**config.mk**
```make
export PLATFORM = sky130hd
export DESIGN_NAME = pwm_capture_tx
export DESIGN_NICKNAME = d
export VERILOG_FILES = /design/src/rtl/pwm_capture_tx.sv
export SDC_FILE = /design/constraint.sdc
export NUM_CORES = 2
export LEC_CHECK = 0
export ABC_AREA = 1
export ABC_CLOCK_PERIOD_IN_PS = 4500
export CAP_MARGIN = 5
export CORE_MARGIN = 5
export CORE_UTILIZATION = 56
export CTS_CLUSTER_SIZE = 20
export DETAILED_ROUTE_END_ITERATION = 16
export PLACE_DENSITY_LB_ADDON = 0.2
export SYNTH_ARGS = -nofsm -noshare
export SYNTH_HDL_FRONTEND = slang
export SYNTH_SLANG_ARGS = --single-unit
export TNS_END_PERCENT = 5
```
**constraint.sdc**
```tcl
create_clock -name clk -period 4.5 [get_ports clk]
set_clock_uncertainty 0.15 [all_clocks]
set_input_delay 0.9 -clock clk [delete_from_list [all_inputs] [get_ports clk]]
set_output_delay 0.9 -clock clk [all_outputs]
set_load 0.02 [all_outputs]
```
**src/rtl/pwm_capture_tx.sv**
```systemverilog
// PWM frequency/duty capture with periodic UDP status reporting on AXI-Stream.
// Each channel is measured continuously; a report tick scans all channels through one shared divider.
module pwm_capture_tx #(
    parameter int unsigned PWM_NUM       = 5,
    parameter logic [7:0]  ID_PWM_STATUS = 8'd1,
    parameter int unsigned CLK_FREQ      = 100000000,
    parameter int unsigned REPORT_PERIOD = 10000000,
    parameter int unsigned TIMEOUT       = 100000000
) (
    input  logic               clk,
    input  logic               rst,
    input  logic [PWM_NUM-1:0] pwm_in,
    output logic [31:0]        tx_axis_udp_tdata,
    output logic               tx_axis_udp_tvalid,
    output logic               tx_axis_udp_tlast,
    output logic [7:0]         tx_axis_udp_tuser,
    input  logic               tx_axis_udp_tready
);

    typedef enum logic [2:0] {
        S_IDLE,
        S_SNAP,
        S_DIV_F,
        S_DIV_D,
        S_SEND
    } state_t;

    function automatic logic [31:0] sat_inc(input logic [31:0] v);
        return (v == 32'hFFFF_FFFF) ? v : v + 32'd1;
    endfunction

    function automatic logic [31:0] beat_word(input logic [2:0]  idx,
                                              input logic [7:0]  ch,
                                              input logic [31:0] freq,
                                              input logic [6:0]  duty,
                                              input logic        act);
        case (idx)
            3'd0:    return {24'd0, ch};
            3'd1:    return freq;
            3'd2:    return {25'd0, duty};
            3'd3:    return 32'd0;
            3'd4:    return {31'd0, act};
            default: return 32'd0;
        endcase
    endfunction

    logic [PWM_NUM-1:0] sync1_q, sync2_q, sync3_q;
    logic [PWM_NUM-1:0] valid_q, seen_q, lvl_q;
    logic [31:0]        per_cnt_q    [PWM_NUM];
    logic [31:0]        hi_cnt_q     [PWM_NUM];
    logic [31:0]        period_lat_q [PWM_NUM];
    logic [31:0]        high_lat_q   [PWM_NUM];

    state_t      state_q;
    logic [8:0]  ch_q;
    logic [5:0]  cyc_q;
    logic [2:0]  beat_q;
    logic [31:0] timer_q;
    logic [31:0] snap_period_q, snap_high_q;
    logic        snap_valid_q, snap_lvl_q;
    logic [31:0] rem_q;
    logic [39:0] quo_q;
    logic [31:0] freq_q;
    logic [6:0]  duty_q;
    logic        active_q;
    logic [31:0] tdata_q;
    logic        tvalid_q, tlast_q;
    logic [7:0]  tuser_q;

    logic [31:0] snap_period_d, snap_high_d;
    logic        snap_valid_d, snap_lvl_d;
    logic [32:0] div_trial_d;
    logic [31:0] rem_d;
    logic [39:0] quo_d;
    logic        tick_d;

    assign tx_axis_udp_tdata  = tdata_q;
    assign tx_axis_udp_tvalid = tvalid_q;
    assign tx_axis_udp_tlast  = tlast_q;
    assign tx_axis_udp_tuser  = tuser_q;

    // Synchronise inputs and run per-channel period/high counters, latches and validity tracking.
    always_ff @(posedge clk) begin
        if (rst) begin
            sync1_q <= '0;
            sync2_q <= '0;
            sync3_q <= '0;
            valid_q <= '0;
            seen_q  <= '0;
            lvl_q   <= '0;
            for (int i = 0; i < PWM_NUM; i++) begin
                per_cnt_q[i]    <= 32'd0;
                hi_cnt_q[i]     <= 32'd0;
                period_lat_q[i] <= 32'd0;
                high_lat_q[i]   <= 32'd0;
            end
        end else begin
            sync1_q <= pwm_in;
            sync2_q <= sync1_q;
            sync3_q <= sync2_q;
            for (int i = 0; i < PWM_NUM; i++) begin
                if (sync2_q[i] && !sync3_q[i]) begin
                    // Restart at 1: the edge cycle itself belongs to the new interval (and is high).
                    period_lat_q[i] <= per_cnt_q[i];
                    high_lat_q[i]   <= hi_cnt_q[i];
                    per_cnt_q[i]    <= 32'd1;
                    hi_cnt_q[i]     <= 32'd1;
                    valid_q[i]      <= valid_q[i] | seen_q[i];
                    seen_q[i]       <= 1'b1;
                end else begin
                    per_cnt_q[i] <= sat_inc(per_cnt_q[i]);
                    hi_cnt_q[i]  <= sync2_q[i] ? sat_inc(hi_cnt_q[i]) : hi_cnt_q[i];
                    if (per_cnt_q[i] == TIMEOUT) begin
                        valid_q[i] <= 1'b0;
                        seen_q[i]  <= 1'b0;
                        lvl_q[i]   <= sync2_q[i];
                    end else begin
                        valid_q[i] <= valid_q[i];
                    end
                end
            end
        end
    end

    // Select the current channel's measurement for the snapshot.
    always_comb begin
        snap_period_d = 32'd0;
        snap_high_d   = 32'd0;
        snap_valid_d  = 1'b0;
        snap_lvl_d    = 1'b0;
        for (int i = 0; i < PWM_NUM; i++) begin
            snap_period_d = (ch_q == 9'(i)) ? period_lat_q[i] : snap_period_d;
            snap_high_d   = (ch_q == 9'(i)) ? high_lat_q[i]   : snap_high_d;
            snap_valid_d  = (ch_q == 9'(i)) ? valid_q[i]      : snap_valid_d;
            snap_lvl_d    = (ch_q == 9'(i)) ? lvl_q[i]        : snap_lvl_d;
        end
    end

    // One restoring-division step: quo_q shifts dividend bits out and quotient bits in.
    always_comb begin
        div_trial_d = {rem_q, quo_q[39]};
        if (div_trial_d >= {1'b0, snap_period_q}) begin
            rem_d = 32'(div_trial_d - {1'b0, snap_period_q});
            quo_d = {quo_q[38:0], 1'b1};
        end else begin
            rem_d = div_trial_d[31:0];
            quo_d = {quo_q[38:0], 1'b0};
        end
    end

    assign tick_d = (timer_q == 32'(REPORT_PERIOD - 1));

    // Free-running report timer.
    always_ff @(posedge clk) begin
        if (rst) begin
            timer_q <= 32'd0;
        end else begin
            timer_q <= tick_d ? 32'd0 : timer_q + 32'd1;
        end
    end

    // Scan FSM: snapshot, two divisions, then one five-beat frame per channel.
    always_ff @(posedge clk) begin
        if (rst) begin
            state_q       <= S_IDLE;
            ch_q          <= 9'd0;
            cyc_q         <= 6'd0;
            beat_q        <= 3'd0;
            snap_period_q <= 32'd0;
            snap_high_q   <= 32'd0;
            snap_valid_q  <= 1'b0;
            snap_lvl_q    <= 1'b0;
            rem_q         <= 32'd0;
            quo_q         <= 40'd0;
            freq_q        <= 32'd0;
            duty_q        <= 7'd0;
            active_q      <= 1'b0;
            tdata_q       <= 32'd0;
            tvalid_q      <= 1'b0;
            tlast_q       <= 1'b0;
            tuser_q       <= 8'd0;
        end else begin
            case (state_q)
                S_IDLE: begin
                    if (tick_d) begin
                        ch_q    <= 9'd0;
                        state_q <= S_SNAP;
                    end else begin
                        state_q <= S_IDLE;
                    end
                end
                S_SNAP: begin
                    snap_period_q <= snap_period_d;
                    snap_high_q   <= snap_high_d;
                    snap_valid_q  <= snap_valid_d;
                    snap_lvl_q    <= snap_lvl_d;
                    rem_q         <= 32'd0;
                    quo_q         <= 40'(CLK_FREQ);
                    cyc_q         <= 6'd0;
                    state_q       <= S_DIV_F;
                end
                S_DIV_F: begin
                    cyc_q <= cyc_q + 6'd1;
                    if (cyc_q == 6'd39) begin
                        freq_q  <= snap_valid_q ? quo_d[31:0] : 32'd0;
                        rem_q   <= 32'd0;
                        quo_q   <= 40'(snap_high_q) * 40'd100;
                        cyc_q   <= 6'd0;
                        state_q <= S_DIV_D;
                    end else begin
                        rem_q <= rem_d;
                        quo_q <= quo_d;
                    end
                end
                S_DIV_D: begin
                    cyc_q <= cyc_q + 6'd1;
                    rem_q <= rem_d;
                    quo_q <= quo_d;
                    if (cyc_q == 6'd39) begin
                        if (snap_valid_q) begin
                            duty_q <= (quo_d > 40'd100) ? 7'd100 : quo_d[6:0];
                        end else begin
                            duty_q <= snap_lvl_q ? 7'd100 : 7'd0;
                        end
                        active_q <= snap_valid_q;
                        beat_q   <= 3'd0;
                        tdata_q  <= {24'd0, ch_q[7:0]};
                        tvalid_q <= 1'b1;
                        tlast_q  <= 1'b0;
                        tuser_q  <= ID_PWM_STATUS;
                        state_q  <= S_SEND;
                    end else begin
                        state_q <= S_DIV_D;
                    end
                end
                S_SEND: begin
                    if (tx_axis_udp_tready) begin
                        if (beat_q == 3'd4) begin
                            tvalid_q <= 1'b0;
                            tlast_q  <= 1'b0;
                            tdata_q  <= 32'd0;
                            tuser_q  <= 8'd0;
                            ch_q     <= ch_q + 9'd1;
                            state_q  <= ((ch_q + 9'd1) < 9'(PWM_NUM)) ? S_SNAP : S_IDLE;
                        end else begin
                            beat_q  <= beat_q + 3'd1;
                            tdata_q <= beat_word(beat_q + 3'd1, ch_q[7:0], freq_q, duty_q, active_q);
                            tlast_q <= (beat_q == 3'd3);
                        end
                    end else begin
                        state_q <= S_SEND;
                    end
                end
                default: begin
                    tvalid_q <= 1'b0;
                    state_q  <= S_IDLE;
                end
            endcase
        end
    end

endmodule

```
After elaboration in Yosys (flattened, before gate mapping)
Memories as Yosys holds them, arrays and structs flattened.
Index checks and enable logic that the tools add are counted.
Word-level totals
  input port bits: 8
  bits in writable memories: 640
  bits in registers: 303
  output and inout bits: 42
  logic and storage cells: 329
  memories kept: 4
Memory list
  hi_cnt_q: words 5, width 32, rd ports 5, clocked after memory_dff 0, write ports 5, RTL line 50  | logic [31:0] hi_cnt_q [PWM_NUM];
  high_lat_q: words 5, width 32, rd ports 5, clocked after memory_dff 0, write ports 5, RTL line 52  | logic [31:0] high_lat_q [PWM_NUM];
  per_cnt_q: words 5, width 32, rd ports 5, clocked after memory_dff 0, write ports 5, RTL line 49  | logic [31:0] per_cnt_q [PWM_NUM];
  period_lat_q: words 5, width 32, rd ports 5, clocked after memory_dff 0, write ports 5, RTL line 51  | logic [31:0] period_lat_q [PWM_NUM];
Cells by class
  bitwise operators: 41
  $mul: 1
  add/subtract/negate cells: 15
  eq/ne operators: 37
  reductions and logical operators: 36
  magnitude comparators: 3
  muxes and demuxes: 156
Operators with widths (count)
  $mux W32: 61
  $add A32 B1 Y32 const B: 11
  $eq A32 B32 Y1 const B: 10
  $eq A32 B27 Y1 const B: 5
  $pmux W32 S4: 1
  $pmux W40 S3: 1
  $pmux W32 S3: 1
  $mux W1: 66
  $pmux W32 S2: 1
  $gt A40 B7 Y1 const B: 1
  $mux W40: 1
  $mul A32 B5 Y37 const B: 1
  $or A1 B1 Y1: 35
  $ge A33 B32 Y1: 1
  $eq A32 B24 Y1 const B: 1
  $sub A32 B32 Y32: 1
  $mux W9: 3
  $mux W8: 3
  $mux W3: 7
  $mux W7: 3
  $eq A9 B2 Y1 const B: 2
  $pmux W6 S3: 1
  $pmux W9 S2: 1
  $pmux W8 S2: 1
  29 further kinds: 70

Logic depth before layout (Yosys ltp)
  word-level depth: 7
  mapped depth: 19
  mapped depth without buffers: 19

Worst setup path before layout
No wires, ideal clock.
  kind: in2reg
  start: input port rst
  end: memory high_lat_q[4][0] (netlist: high_lat_q[0][128]), enable pin
  path buffers: 3
  required time: 3897 ps
  arrival time: 3423 ps
  path slack: 473 ps
  stages on the path: 5
  path through: buf_2 nor2_1 inv_1 buf_2 buf_1
RTL lines
  start: declaration: RTL line 11  | input logic rst,
  end: declaration: RTL line 52

Worst setup path in the final report
  start: register snap_high_q[13]
  end: register quo_q[26]
On the way
  word-level cells in the longest chain between the ends: 3
Ends and longest elaborated chain
  start: declaration: RTL line 59  | logic [31:0] snap_period_q, snap_high_q;
  start signal: assignment: RTL line 194  | snap_high_q <= snap_high_d;
  $mul A32 B5 Y37: RTL line 207  | quo_q <= 40'(snap_high_q) * 40'd100;
  $mux W40: RTL line 204  | if (cyc_q == 6'd39) begin
  $pmux W40 S3: RTL line 183  | case (state_q)
  end signal: assignment: RTL line 207
  end signal: assignment: RTL line 212  | quo_q <= quo_d;
  end signal: assignment: RTL line 218  | quo_q <= quo_d;
  end: declaration: RTL line 62  | logic [39:0] quo_q;
Every way passes these cells.
A chain may end at the register's enable or synchronous reset.

==> results.json <==
{
  "status": "complete, no violations",
  "worstSetupStartpointType": "flip-flop",
  "htree_num_levels": 3,
  "ys_dominant_reg_cell": "edfxtp_1",
  "max-cap-violations": 0,
  "first_pass_iters": 6,
  "finalWeightedCongestion": 0.940,
  "synth-edff-count": 640,
  "synth_sequential_area_ratio": 0.489,
  "synthesis.area_per_instance_sq_um": 8.28,
  "cp.required_ns": 4.96,
  "power_per_cell_area_nw_per_um2": 339,
  "first_pass_grt_wire_length_um": 208000,
  "wirelength_um": 130000,
  "holdBufCountCts": 0,
  "port_buffers": 42,
  "die_area_sq_um": 98100,
  "post-place-cells": 7271,
  "core.rowCount": 111,
  "numCtsBuffers": 101,
  "dr_total_vias": 42000,
  "drtAntennaViolNets": 0,
  "setup_repair_after_global_routing_missed_its_margin": "false",
  "clk_pin_slew_ns": 0.06,
  "synth-seq-cells": 936,
  "vdd_ir_drop_max_uv": 294,
  "synth.yosys.warnings": 0,
  "nets": 6383,
  "worstSkewPairLatency_ns": 0.69,
  "ctsLongestPathBuffers": 3,
  "core-area_sq_um": 91400,
  "cts_post_setup_buffers_inserted": 0,
  "critical_path.max_fanout": 5,
  "cellLeakagePower_nw": 22.6,
  "finalHoldViolCount": 0,
  "most_common_library_cell_in_the_layout_ignoring_fill_and_taps": "nand2_1",
  "floorplan.die.width_um": 313,
  "post_synth_inst_count": 6216,
  "wl_per_cell_um": 17.4,
  "hpwlAfterDp_um": 94200,
  "grt_max_degree": 161,
  "tritoncts_clock_tree": "yes",
  "stdcell_count": 7460,
  "fill_cells": 7990,
  "die_y_um": 313,
  "relative_slew_margins": 0.211,
  "design.portCount": 50,
  "antennaDiodeCount": 0,
  "setup_total_negative_slack_ns": 0,
  "post_synthesis_async_set_or_reset_flop_share": 0,
  "drtIter0Drc": 3448,
  "cts_repair_resize_count": 0,
  "cts_sinks": 936,
  "synth_cell_types": 67,
  "area.growth.synth_to_final_pct": 9.47,
  "post-layout-total-power_mw": 19.1,
  "final_cell_mix": "1102 x nand2_1, 846 x inv_1, 804 x nor2_1, 640 x edfxtp_1, 446 x a21oi_1",
  "setup-violations-final": 0,
  "postLayoutCoreUtil": 0.617,
  "antenna_found_initial": 1,
  "min_period_ns": 3.78,
  "drv_slew": 0,
  "grt_pass1_vias": 39600,
  "ctsRootBufferMaster": "clkbuf_16",
  "timing.critical_path.to_type": "flip-flop",
  "route.detailed.drc": 0,
  "starting_utilization_of_the_core_area": 0.563,
  "syn_area_sq_um": 51500,
  "post-route-period-util": 0.841,
  "fmax_ghz": 0.264,
  "cp.arrival_ns": 4.25,
  "globalRoute.totalOverflow": 0,
  "drive_gt1_frac": 0.0633,
  "hp-class": "reg2reg",
  "max_slew.worst_pin.slew_ns": 1.18,
  "timing_worst_setup_path_type": "reg2reg",
  "grtUsageTotal": 0.259,
  "post_drt_via_cell_ratio": 5.64
}
-- synth_stat cells, drive strengths merged (2+ instances only) --
cell type / number / area [sq um]
xor2: 36 / 315
a221oi: 4 / 35.0
ha: 159 / 1990
nand2: 1122 / 4270
edfxtp: 640 / 19200
nand3b: 11 / 82.6
xnor2: 14 / 123
clkinv: 5 / 18.8
and3: 17 / 106
o21ai: 426 / 2140
nor3b: 68 / 541
a22oi: 5 / 37.5
nor3: 207 / 1280
nand4: 123 / 822
o22ai: 5 / 31.3
o211ai: 86 / 646
o221ai: 5 / 43.8
a21o: 4 / 30.0
or2: 38 / 238
a31oi: 61 / 382
a21oi: 447 / 2240
nor4: 80 / 541
dfxtp: 296 / 5930
inv: 874 / 3280
o32ai: 2 / 17.5
o21ba: 2 / 20.0
o21bai: 10 / 75.1
a21boi: 7 / 52.6
o31ai: 2 / 15.0
fa: 28 / 561
clkbuf: 114 / 429
buf: 114 / 596
o21a: 28 / 210
nor2: 846 / 3360
a211oi: 10 / 80.1
nand3: 311 / 1610
-- area by class of cell --
cell class	instances	area, sq um	share of cell area
clock inverters	40	403	0.00715
repair buffers	91	923	0.0164
well taps	1186	1480	0.0263
multi-input cells	4179	22100	0.392
flip-flops and latches	936	25100	0.446
clock buffers	149	3010	0.0533
inverters	879	3310	0.0588
-- worst max-delay path: stages, from the launching register on --
cell and delay (ns):
dfxtp_1 0.34, ha_1 0.30, ha_1 0.28, inv_1 0.05, fa_1 0.49, inv_1 0.04
ha_1 0.39, nand2_1 0.13, nor2_1 0.14, inv_1 0.11, nor3_1 0.22, nand2_1 0.08
nand2_1 0.17, inv_1 0.06, o21ai_0 0.24, or2_2 0.16, nand3_1 0.17, a21oi_1 0.21
-- power by group --
group          internal (mW)  switching, mW  leakage, nW
Combinational          0.235          0.697         11.5
Clock                   5.02           3.42         1.67
Sequential              9.54          0.164         9.37
-- state kept, by name (all words and copies together) (netlist names), 32 cells and up --
register / count
hi_cnt_q: 160
high_lat_q: 160
per_cnt_q: 160
period_lat_q: 160
quo_q: 40
freq_q: 32
rem_q: 32
snap_high_q: 32
snap_period_q: 32
timer_q: 32
tx_axis_udp_tdata: 32
-- final timing paths --
path                                 startpoint    endpoint  slack, ns  cells past startpoint
worst max register to register  snap_high_q[13]   quo_q[26]       0.72                     17
worst min register to register       sync1_q[4]  sync2_q[4]       0.25                      2
worst min-delay path                 sync1_q[4]  sync2_q[4]       0.25                      2
worst max-delay path            snap_high_q[13]   quo_q[26]       0.72                     17
-- metrics by stage --
step	instance area, sq um	setup slack, ns	hold slack [ns]
finish	56300	0.718	0.252
global route	56300	0.483	0.288
CTS	56300	0.812	0.252
detailed placement	52900	0.846	0.243
global placement	52900	0.828	0.239
floorplan	51500	0.473	0.238
-- metal layers --
metal,routed length (um),vias up,GRT usage
met5,0,-,0
met4,5810,0,0.106
met3,8180,294,0.0369
li1,-,20900,-
met1,56300,19500,0.356
met2,59600,1333,0.418
-- kinds of logic after synthesis --
family | count (synthesis) | share of synthesized area
AND/OR/NAND/NOR | 2824 | 0.250
AO/OA/AOI/OAI | 1111 | 0.119
buffers and inverters | 1107 | 0.0840
flip-flops | 936 | 0.489
adder cells (fa/ha/maj) | 187 | 0.0495
XOR/XNOR | 50 | 0.00851
other | 1 | 0.0000729
Note: power is estimated with default switching activity, not from simulation.
